`src/rtl/stopwatch_pkg.sv`:
```
// Shared state encoding for the stopwatch controller.
package stopwatch_pkg;

  localparam int STATE_W = 2;

  typedef enum logic [STATE_W-1:0] {
    ST_IDLE  = 2'd0,
    ST_RUN   = 2'd1,
    ST_LAP   = 2'd2,
    ST_PAUSE = 2'd3
  } sw_state_e;

  // Prescaler advances only while time is actually elapsing.
  function automatic logic is_counting(input sw_state_e s);
    return (s == ST_RUN) || (s == ST_LAP);
  endfunction

endpackage

```
`src/rtl/btn_edge.sv`:
```
// Two-flop button synchronizer with single-cycle rising-edge press detect.
module btn_edge (
  input  logic clk,
  input  logic nrst,
  input  logic btn,
  output logic press
);

  logic [1:0] sync_pipe;
  logic [1:0] rdy_pipe;
  logic       prev;
  logic       armed;

  // armed only sets once a genuinely synchronized low has been seen, so a
  // button already held when reset releases never counts as a press.
  always_ff @(posedge clk or negedge nrst) begin
    if (!nrst) begin
      sync_pipe <= '0;
      rdy_pipe  <= '0;
      prev      <= 1'b0;
      armed     <= 1'b0;
    end else begin
      sync_pipe <= {sync_pipe[0], btn};
      rdy_pipe  <= {rdy_pipe[0], 1'b1};
      prev      <= sync_pipe[1];
      if (rdy_pipe[1] && !sync_pipe[1])
        armed <= 1'b1;
    end
  end

  assign press = sync_pipe[1] & ~prev & armed;

endmodule

```
`src/rtl/stopwatch_ctrl.sv`:
```
// Stopwatch control FSM with tick prescaler; drives counter enable/clear and
// the lap display freeze.
module stopwatch_ctrl
  import stopwatch_pkg::*;
#(
  parameter int DIV = 10000
) (
  input  logic       clk,
  input  logic       nrst,
  input  logic       btn_ss,
  input  logic       btn_lr,
  output logic       count_en,
  output logic       count_clr,
  output logic       lap_hold,
  output logic [1:0] state_out
);

  localparam int            PW     = (DIV > 1) ? $clog2(DIV) : 1;
  localparam logic [PW-1:0] PS_MAX = PW'(DIV - 1);

  sw_state_e     state, nxt;
  logic [PW-1:0] presc, presc_nxt;
  logic          ss_press, lr_press;
  logic          clr_nxt, tick;

  btn_edge u_ss (.clk(clk), .nrst(nrst), .btn(btn_ss), .press(ss_press));
  btn_edge u_lr (.clk(clk), .nrst(nrst), .btn(btn_lr), .press(lr_press));

  // ss is checked first everywhere, so a coincident lr press is dropped.
  always_comb begin
    nxt     = state;
    clr_nxt = 1'b0;
    case (state)
      ST_IDLE: begin
        if (ss_press)      nxt = ST_RUN;
        else if (lr_press) clr_nxt = 1'b1;
      end
      ST_RUN: begin
        if (ss_press)      nxt = ST_PAUSE;
        else if (lr_press) nxt = ST_LAP;
      end
      ST_LAP: begin
        if (ss_press)      nxt = ST_PAUSE;
        else if (lr_press) nxt = ST_RUN;
      end
      ST_PAUSE: begin
        if (ss_press) nxt = ST_RUN;
        else if (lr_press) begin
          nxt     = ST_IDLE;
          clr_nxt = 1'b1;
        end
      end
      default: nxt = ST_IDLE;
    endcase
  end

  // Counting follows the current state, so a tick due on a RUN->PAUSE edge
  // still fires and the held remainder resumes intact.
  always_comb begin
    presc_nxt = presc;
    tick      = is_counting(state) && (presc == PS_MAX);
    if (nxt == ST_IDLE)
      presc_nxt = '0;
    else if (is_counting(state))
      presc_nxt = (presc == PS_MAX) ? '0 : presc + PW'(1);
  end

  always_ff @(posedge clk or negedge nrst) begin
    if (!nrst) begin
      state     <= ST_IDLE;
      presc     <= '0;
      count_en  <= 1'b0;
      count_clr <= 1'b0;
      lap_hold  <= 1'b0;
    end else begin
      state     <= nxt;
      presc     <= presc_nxt;
      count_en  <= tick;
      count_clr <= clr_nxt;
      lap_hold  <= (nxt == ST_LAP);
    end
  end

  assign state_out = state;

endmodule

```
`config.mk`:
```
export PLATFORM = sky130hd
export DESIGN_NAME = stopwatch_ctrl
export DESIGN_NICKNAME = d
export VERILOG_FILES = /design/src/rtl/stopwatch_pkg.sv /design/src/rtl/btn_edge.sv /design/src/rtl/stopwatch_ctrl.sv
export SDC_FILE = /design/constraint.sdc
export NUM_CORES = 1
export LEC_CHECK = 0
export CAP_MARGIN = 20
export CORE_AREA = 2 2 56 58
export CTS_CLUSTER_DIAMETER = 150
export CTS_CLUSTER_SIZE = 28
export DETAILED_ROUTE_END_ITERATION = 16
export DIE_AREA = 0 0 58 60
export GPL_TIMING_DRIVEN = 0
export PLACE_DENSITY = 0.74
export SLEW_MARGIN = 20
export SYNTH_ARGS = -nofsm -noshare
export SYNTH_HDL_FRONTEND = slang
export SYNTH_SLANG_ARGS = --single-unit
```
`constraint.sdc`:
```
create_clock -name clk -period 2.3 [get_ports clk]
set_clock_uncertainty 0.2 [all_clocks]
set_input_delay 0.46 -clock clk [delete_from_list [all_inputs] [get_ports clk]]
set_output_delay 0.46 -clock clk [all_outputs]
set_load 0.02 [all_outputs]
```
After elaboration in Yosys (flattened, before gate mapping)
Cells that the tools add are included.
- reduce and logical (&&, ||, !) cells: 10
- add/sub/neg operators: 1
- shift-type cells: 0
- divide/modulo/power cells: 0
- $lt $le $gt $ge: 0
- equal/unequal tests: 5
- multiply operators: 0
- bitwise gates (word level): 6
- multiplexer cells: 14
- operators by type and width (kind ; count):
    $mux W14 ; 3
    $add A14 B1 Y14 const B ; 1
    $eq A14 B14 Y1 const B ; 1
    $mux W2 ; 7
    $pmux W2 S4 ; 1
    $eq A2 B2 Y1 const B ; 3
    $and A1 B1 Y1 ; 4
    $logic_not A2 Y1 ; 2
    $logic_and A1 B1 Y1 ; 3
    $mux W1 ; 3
    $eq A2 B1 Y1 const B ; 1
    $logic_not A1 Y1 ; 2
    $not A1 Y1 ; 2
    $reduce_bool A2 Y1 ; 1
    $reduce_or A2 Y1 ; 1
    $logic_or A1 B1 Y1 ; 1
- latch bits: 0
- output and inout port bits: 5
- ROM bits: 0
- word-level logic and storage cells: 49
- memory bits (writable): 0
- bits of input ports: 4
- memories kept: 0
- register bits after elaboration: 31

Logic depth before layout (Yosys ltp)
- depth after elaboration: 8
- gate-level depth with buffers: 7
- gate-level depth less buffers: 6

By module
A second synthesis with hierarchy kept.
- cell total of the unflattened synthesis: 140
- area, all modules: 1416.4 um2
- by module, submodules not included (module ; cells an instance ; sequential area each (um2) ; times used ; area each (um2)):
    stopwatch_ctrl ; 118 ; 475.5 ; 1 ; 1071.0
    btn_edge ; 11 ; 150.1 ; 2 ; 172.7

Worst setup path after synthesis
Ideal clock, no wire load.
- path kind: flip-flop to flip-flop
- start point: register state[0] (netlist: state_out[0])
- end point: register presc[12]
- path slack: 0.187 ns
- data required time: 1.964 ns
- clock period less this slack: 2.113 ns
- cell stages (with the launch flop): 8
- arrival time: 1.777 ns
- buffers on the path: 1
- library setup time: 0.136 ns
- cell sequence: dfrtp_1 inv_1 ha_1 and4bb_2 mux2i_1 a22o_1 buf_2 a22oi_1
- word-level cells in the longest chain between the ends: 5
- elaborated cells between the ends (all ways): 16
- those cells by class: eq/ne (3); mux (9); reduce/logical (4)
- RTL lines (what ; line ; RTL):
    start: declaration ; stopwatch_ctrl.sv:21 ; sw_state_e state, nxt;
    start signal: assignment ; stopwatch_ctrl.sv:76 ; state <= nxt;
    $mux W2, on equally long branches ; stopwatch_ctrl.sv:48, stopwatch_ctrl.sv:40, stopwatch_ctrl.sv:44 ;
    $mux W2, on equally long branches ; stopwatch_ctrl.sv:47, stopwatch_ctrl.sv:39, stopwatch_ctrl.sv:43 ;
    $pmux W2 S4 ; stopwatch_ctrl.sv:33 ; case (state)
    $logic_not A2 Y1 ; stopwatch_ctrl.sv:62 ; if (nxt == ST_IDLE)
    $mux W14 or $reduce_bool A2 Y1 (tied branches) ; - ;
    end signal: assignment ; stopwatch_ctrl.sv:77 ; presc <= presc_nxt;
    end: declaration ; stopwatch_ctrl.sv:22 ; logic [PW-1:0] presc, presc_nxt;
Parallel ways exist; a longest one is shown, timed or not.
A chain may end at the register's enable or synchronous reset.

Final worst setup path
Ends and elaborated chain as after synthesis.

==> flow_summary.json <==
{
  "numCtsBuffers": 5,
  "clkPwrFrac_pct": 20.6,
  "path_class": "flip-flop to flip-flop",
  "yosysWarnings": 0,
  "p_seq_share_pct": 42.1,
  "core_area_sq_mm": 0.00290,
  "die_x_um": 58,
  "die_h_um": 60,
  "cts.path.max_buffers": 2,
  "worstPathMaxFanout": 10,
  "p_total_w": 0.00144,
  "n_antenna_cell": 0,
  "p_leak_nw": 0.662,
  "num_rows": 20,
  "crit_arrival_ns": 2.12,
  "post-route-drc-count": 0,
  "startpoint_type": "flip-flop",
  "root_buffer": "clkbuf_4",
  "final-setup-viol-count": 0,
  "r2r_end": "presc[12]$_DFFE_PN0P_",
  "routed_wl_um": 2440,
  "firstDrtPassIters": 4,
  "clock_sinks": 29,
  "routedWlPerCell_um": 14.1,
  "hold_depth": 0,
  "fp.dieArea_sq_mm": 0.00348,
  "r2r_cells": 7,
  "rsz0062_at_grt": "no",
  "routed-via-count": 999,
  "pwr-share-comb_pct": 37.3,
  "max_freq_mhz": 472,
  "final_layout_size_suffix_gt1_share_pct": 12.1,
  "r2r_start": "state_out[0]$_DFF_PN0_",
  "switching_power_w": 0.000559,
  "placedInstanceArea_sq_mm": 0.00148,
  "synth_seq_cells": 29,
  "worst_pin_slew_ns": 0.657,
  "tns_ns": 0,
  "max_cap_violations": 0,
  "hold_start": "u_lr.sync_pipe[0]$_DFF_PN0_",
  "ant_nets": 0,
  "grt_overflow": 0,
  "swShare_pct": 38.9,
  "cts_setup_buffers": 0,
  "start_util_pct": 47.0,
  "drt_iter0_drc": 47,
  "grt_pass1_wl_um": 4320,
  "ir_worst_vdd_v": 0.000659,
  "synth.yosys.seq_area_share_pct": 53.2,
  "dp_hpwl_um": 1650,
  "final_max_slew_viol_count": 0,
  "endpoint_kind": "flip-flop",
  "clock_latency_ns": 0.32,
  "areaGrowthSynthToFinish_pct": 14.0,
  "via_per_inst": 5.77,
  "clkSlewWorstSetupHoldPaths_ns": 0.09,
  "maxSlewHeadroom_pct": 55.9,
  "grt_pass1_vias": 950,
  "final_area_sq_mm": 0.00156,
  "grt_max_degree": 30,
  "antenna_found_initial": 0,
  "min_to": "u_lr.sync_pipe[1]$_DFF_PN0_",
  "synth_nets": 132,
  "reg2reg_slack_ns": 0.18,
  "avgSynthCellArea_sq_um": 11.1,
  "portBuffers": 8,
  "grt_usage_pct": 16.7,
  "period_share_pct": 92.1,
  "min_period_ns": 2.12,
  "num_io_pins": 9,
  "place_inst": 164,
  "htreeDepth": 2,
  "hp-class": "flip-flop to flip-flop",
  "final_cells": 173,
  "outcome": "completed",
  "startpoint": "state_out[0]$_DFF_PN0_",
  "syn_area_sq_mm": 0.00136,
  "finalHoldViolations": 0,
  "cts_tree": "built",
  "netlist_instances": 123,
  "nNetsFinal": 148,
  "place_congestion": 0.896,
  "internal_power_w": 0.000878,
  "worstPathRequired_ns": 2.30,
  "ys_types": 36,
  "powerDensity_mw_per_mm2": 924
}
critical path, stage by stage (launching register included):
cell      delay (ns)
dfrtp_1         0.43
inv_1           0.09
ha_1            0.24
and4bb_2        0.31
mux2i_1         0.18
a22o_2          0.22
clkbuf_4        0.23
a22oi_1         0.10
cells in the final DEF (no fill, tap or decap), types with 3 or more instances in the layout:
cell	synthesis	layout
nand4_1	7	7
xor2_1	4	4
nor3_1	3	3
inv_1	8	8
ha_1	5	5
a22oi_1	3	3
nand2_1	6	6
dfrtp_1	29	29
a21oi_1	7	7
nand3_1	3	3
xnor2_1	6	6
nor2_1	6	6
clkdlybuf4s50_1	0	7
clkbuf_4	0	6
a211oi_1	6	6
layout make-up:
| type | count | area (sq um) |
|---|---|---|
| Fill cell | 260 | 1350 |
| Sequential cell | 29 | 726 |
| Multi-Input combinational cell | 83 | 598 |
| Timing Repair Buffer | 9 | 85.1 |
| Tap cell | 33 | 41.3 |
| Clock buffer | 5 | 37.5 |
| Inverter | 8 | 30.0 |
| Buffer | 3 | 20.0 |
| Clock inverter | 3 | 17.5 |
power groups by stage:
| stage | Clock [W] | Sequential, W | Combinational (W) |
|---|---|---|---|
| after detailed placement | 0 | 0.000614 | 0.000508 |
| after CTS | 0.000305 | 0.000603 | 0.000515 |
| after floorplan | 0 | 0.000641 | 0.000318 |
| after global routing | 0.000327 | 0.000613 | 0.000596 |
| after global placement | 0 | 0.000611 | 0.000500 |
| final | 0.000296 | 0.000605 | 0.000536 |
metal layers:
metal  up-vias  track usage, %  routed length, um
li1        484               -                  -
met1       478            22.4               1120
met2        32            24.7               1120
met3         5            5.19                149
met4         0            7.97                 46
met5         -               0                  0
kinds of logic after synthesis:
group / after synthesis / synth area share (%)
compound gates: 23 / 11.1
xor+xnor: 10 / 6.42
fa+ha+maj: 5 / 4.59
buf+inv: 11 / 3.49
flops: 29 / 53.2
mux: 1 / 0.734
other cells: 1 / 0.275
simple gates: 43 / 20.2
per-stage QoR:
step	utilization [%]	hold slack, ns	worst slack (ns)
2_1_floorplan	-	-0.0356	0.187
3_3_place_gp	51.2	0.132	0.142
3_5_place_dp	51.0	0.144	0.116
4_1_cts	53.2	0.166	0.0889
5_1_grt	53.6	0.176	0.00260
6_report	53.6	0.158	0.181
sequential cells by signal, indices dropped and copies added, names as in the netlist:
| register | flops |
|---|---|
| u_ss.prev | 1 |
| u_lr.prev | 1 |
| u_lr.rdy_pipe | 2 |
| count_clr | 1 |
| u_lr.armed | 1 |
| u_lr.sync_pipe | 2 |
| state_out | 2 |
| u_ss.sync_pipe | 2 |
| lap_hold | 1 |
| presc | 14 |
| count_en | 1 |
| u_ss.armed | 1 |
worst max-delay path by stage:
stage / end / slack [ns] / cells past startpoint
after detailed placement: presc[12]$_DFFE_PN0P_ / 0.12 / 7
after global routing: presc[12]$_DFFE_PN0P_ / 0.003 / 7
after global placement: presc[4]$_DFFE_PN0P_ / 0.14 / 1
after floorplan: presc[12]$_DFFE_PN0P_ / 0.19 / 7
after CTS: presc[12]$_DFFE_PN0P_ / 0.09 / 7
final: presc[12]$_DFFE_PN0P_ / 0.18 / 7
what timing repair did:
item	in CTS	in global routing
endpoints found under the hold margin	29	0
endpoints found under the setup margin	0	9
hold buffers	1	0
resized for setup	0	3
Yosys cell counts (all sizes together):
cell type / number / area (sq um)
xnor2: 6 / 52.6
nand4: 8 / 65.1
nor4: 3 / 25.0
nor3: 3 / 15.0
dfrtp: 29 / 726
a211oi: 6 / 45.0
nand3b: 2 / 15.0
buf: 3 / 17.5
and3: 2 / 12.5
xor2: 4 / 35.0
conb: 1 / 3.75
or3: 1 / 6.26
nand3: 3 / 15.0
nor2: 6 / 22.5
a21oi: 7 / 35.0
nand4b: 1 / 8.76
a31oi: 2 / 12.5
a22oi: 3 / 22.5
ha: 5 / 62.6
and3b: 1 / 8.76
nor3b: 1 / 7.51
a22o: 1 / 8.76
or4: 1 / 7.51
nand2: 6 / 22.5
o21ai: 1 / 5.00
and4bb: 1 / 12.5
a21o: 2 / 15.0
and4: 1 / 8.76
and4b: 1 / 10.0
nor2b: 2 / 12.5
o31ai: 1 / 7.51
mux2i: 1 / 10.0
inv: 8 / 30.0
Note: power is estimated with default switching activity, not from simulation.
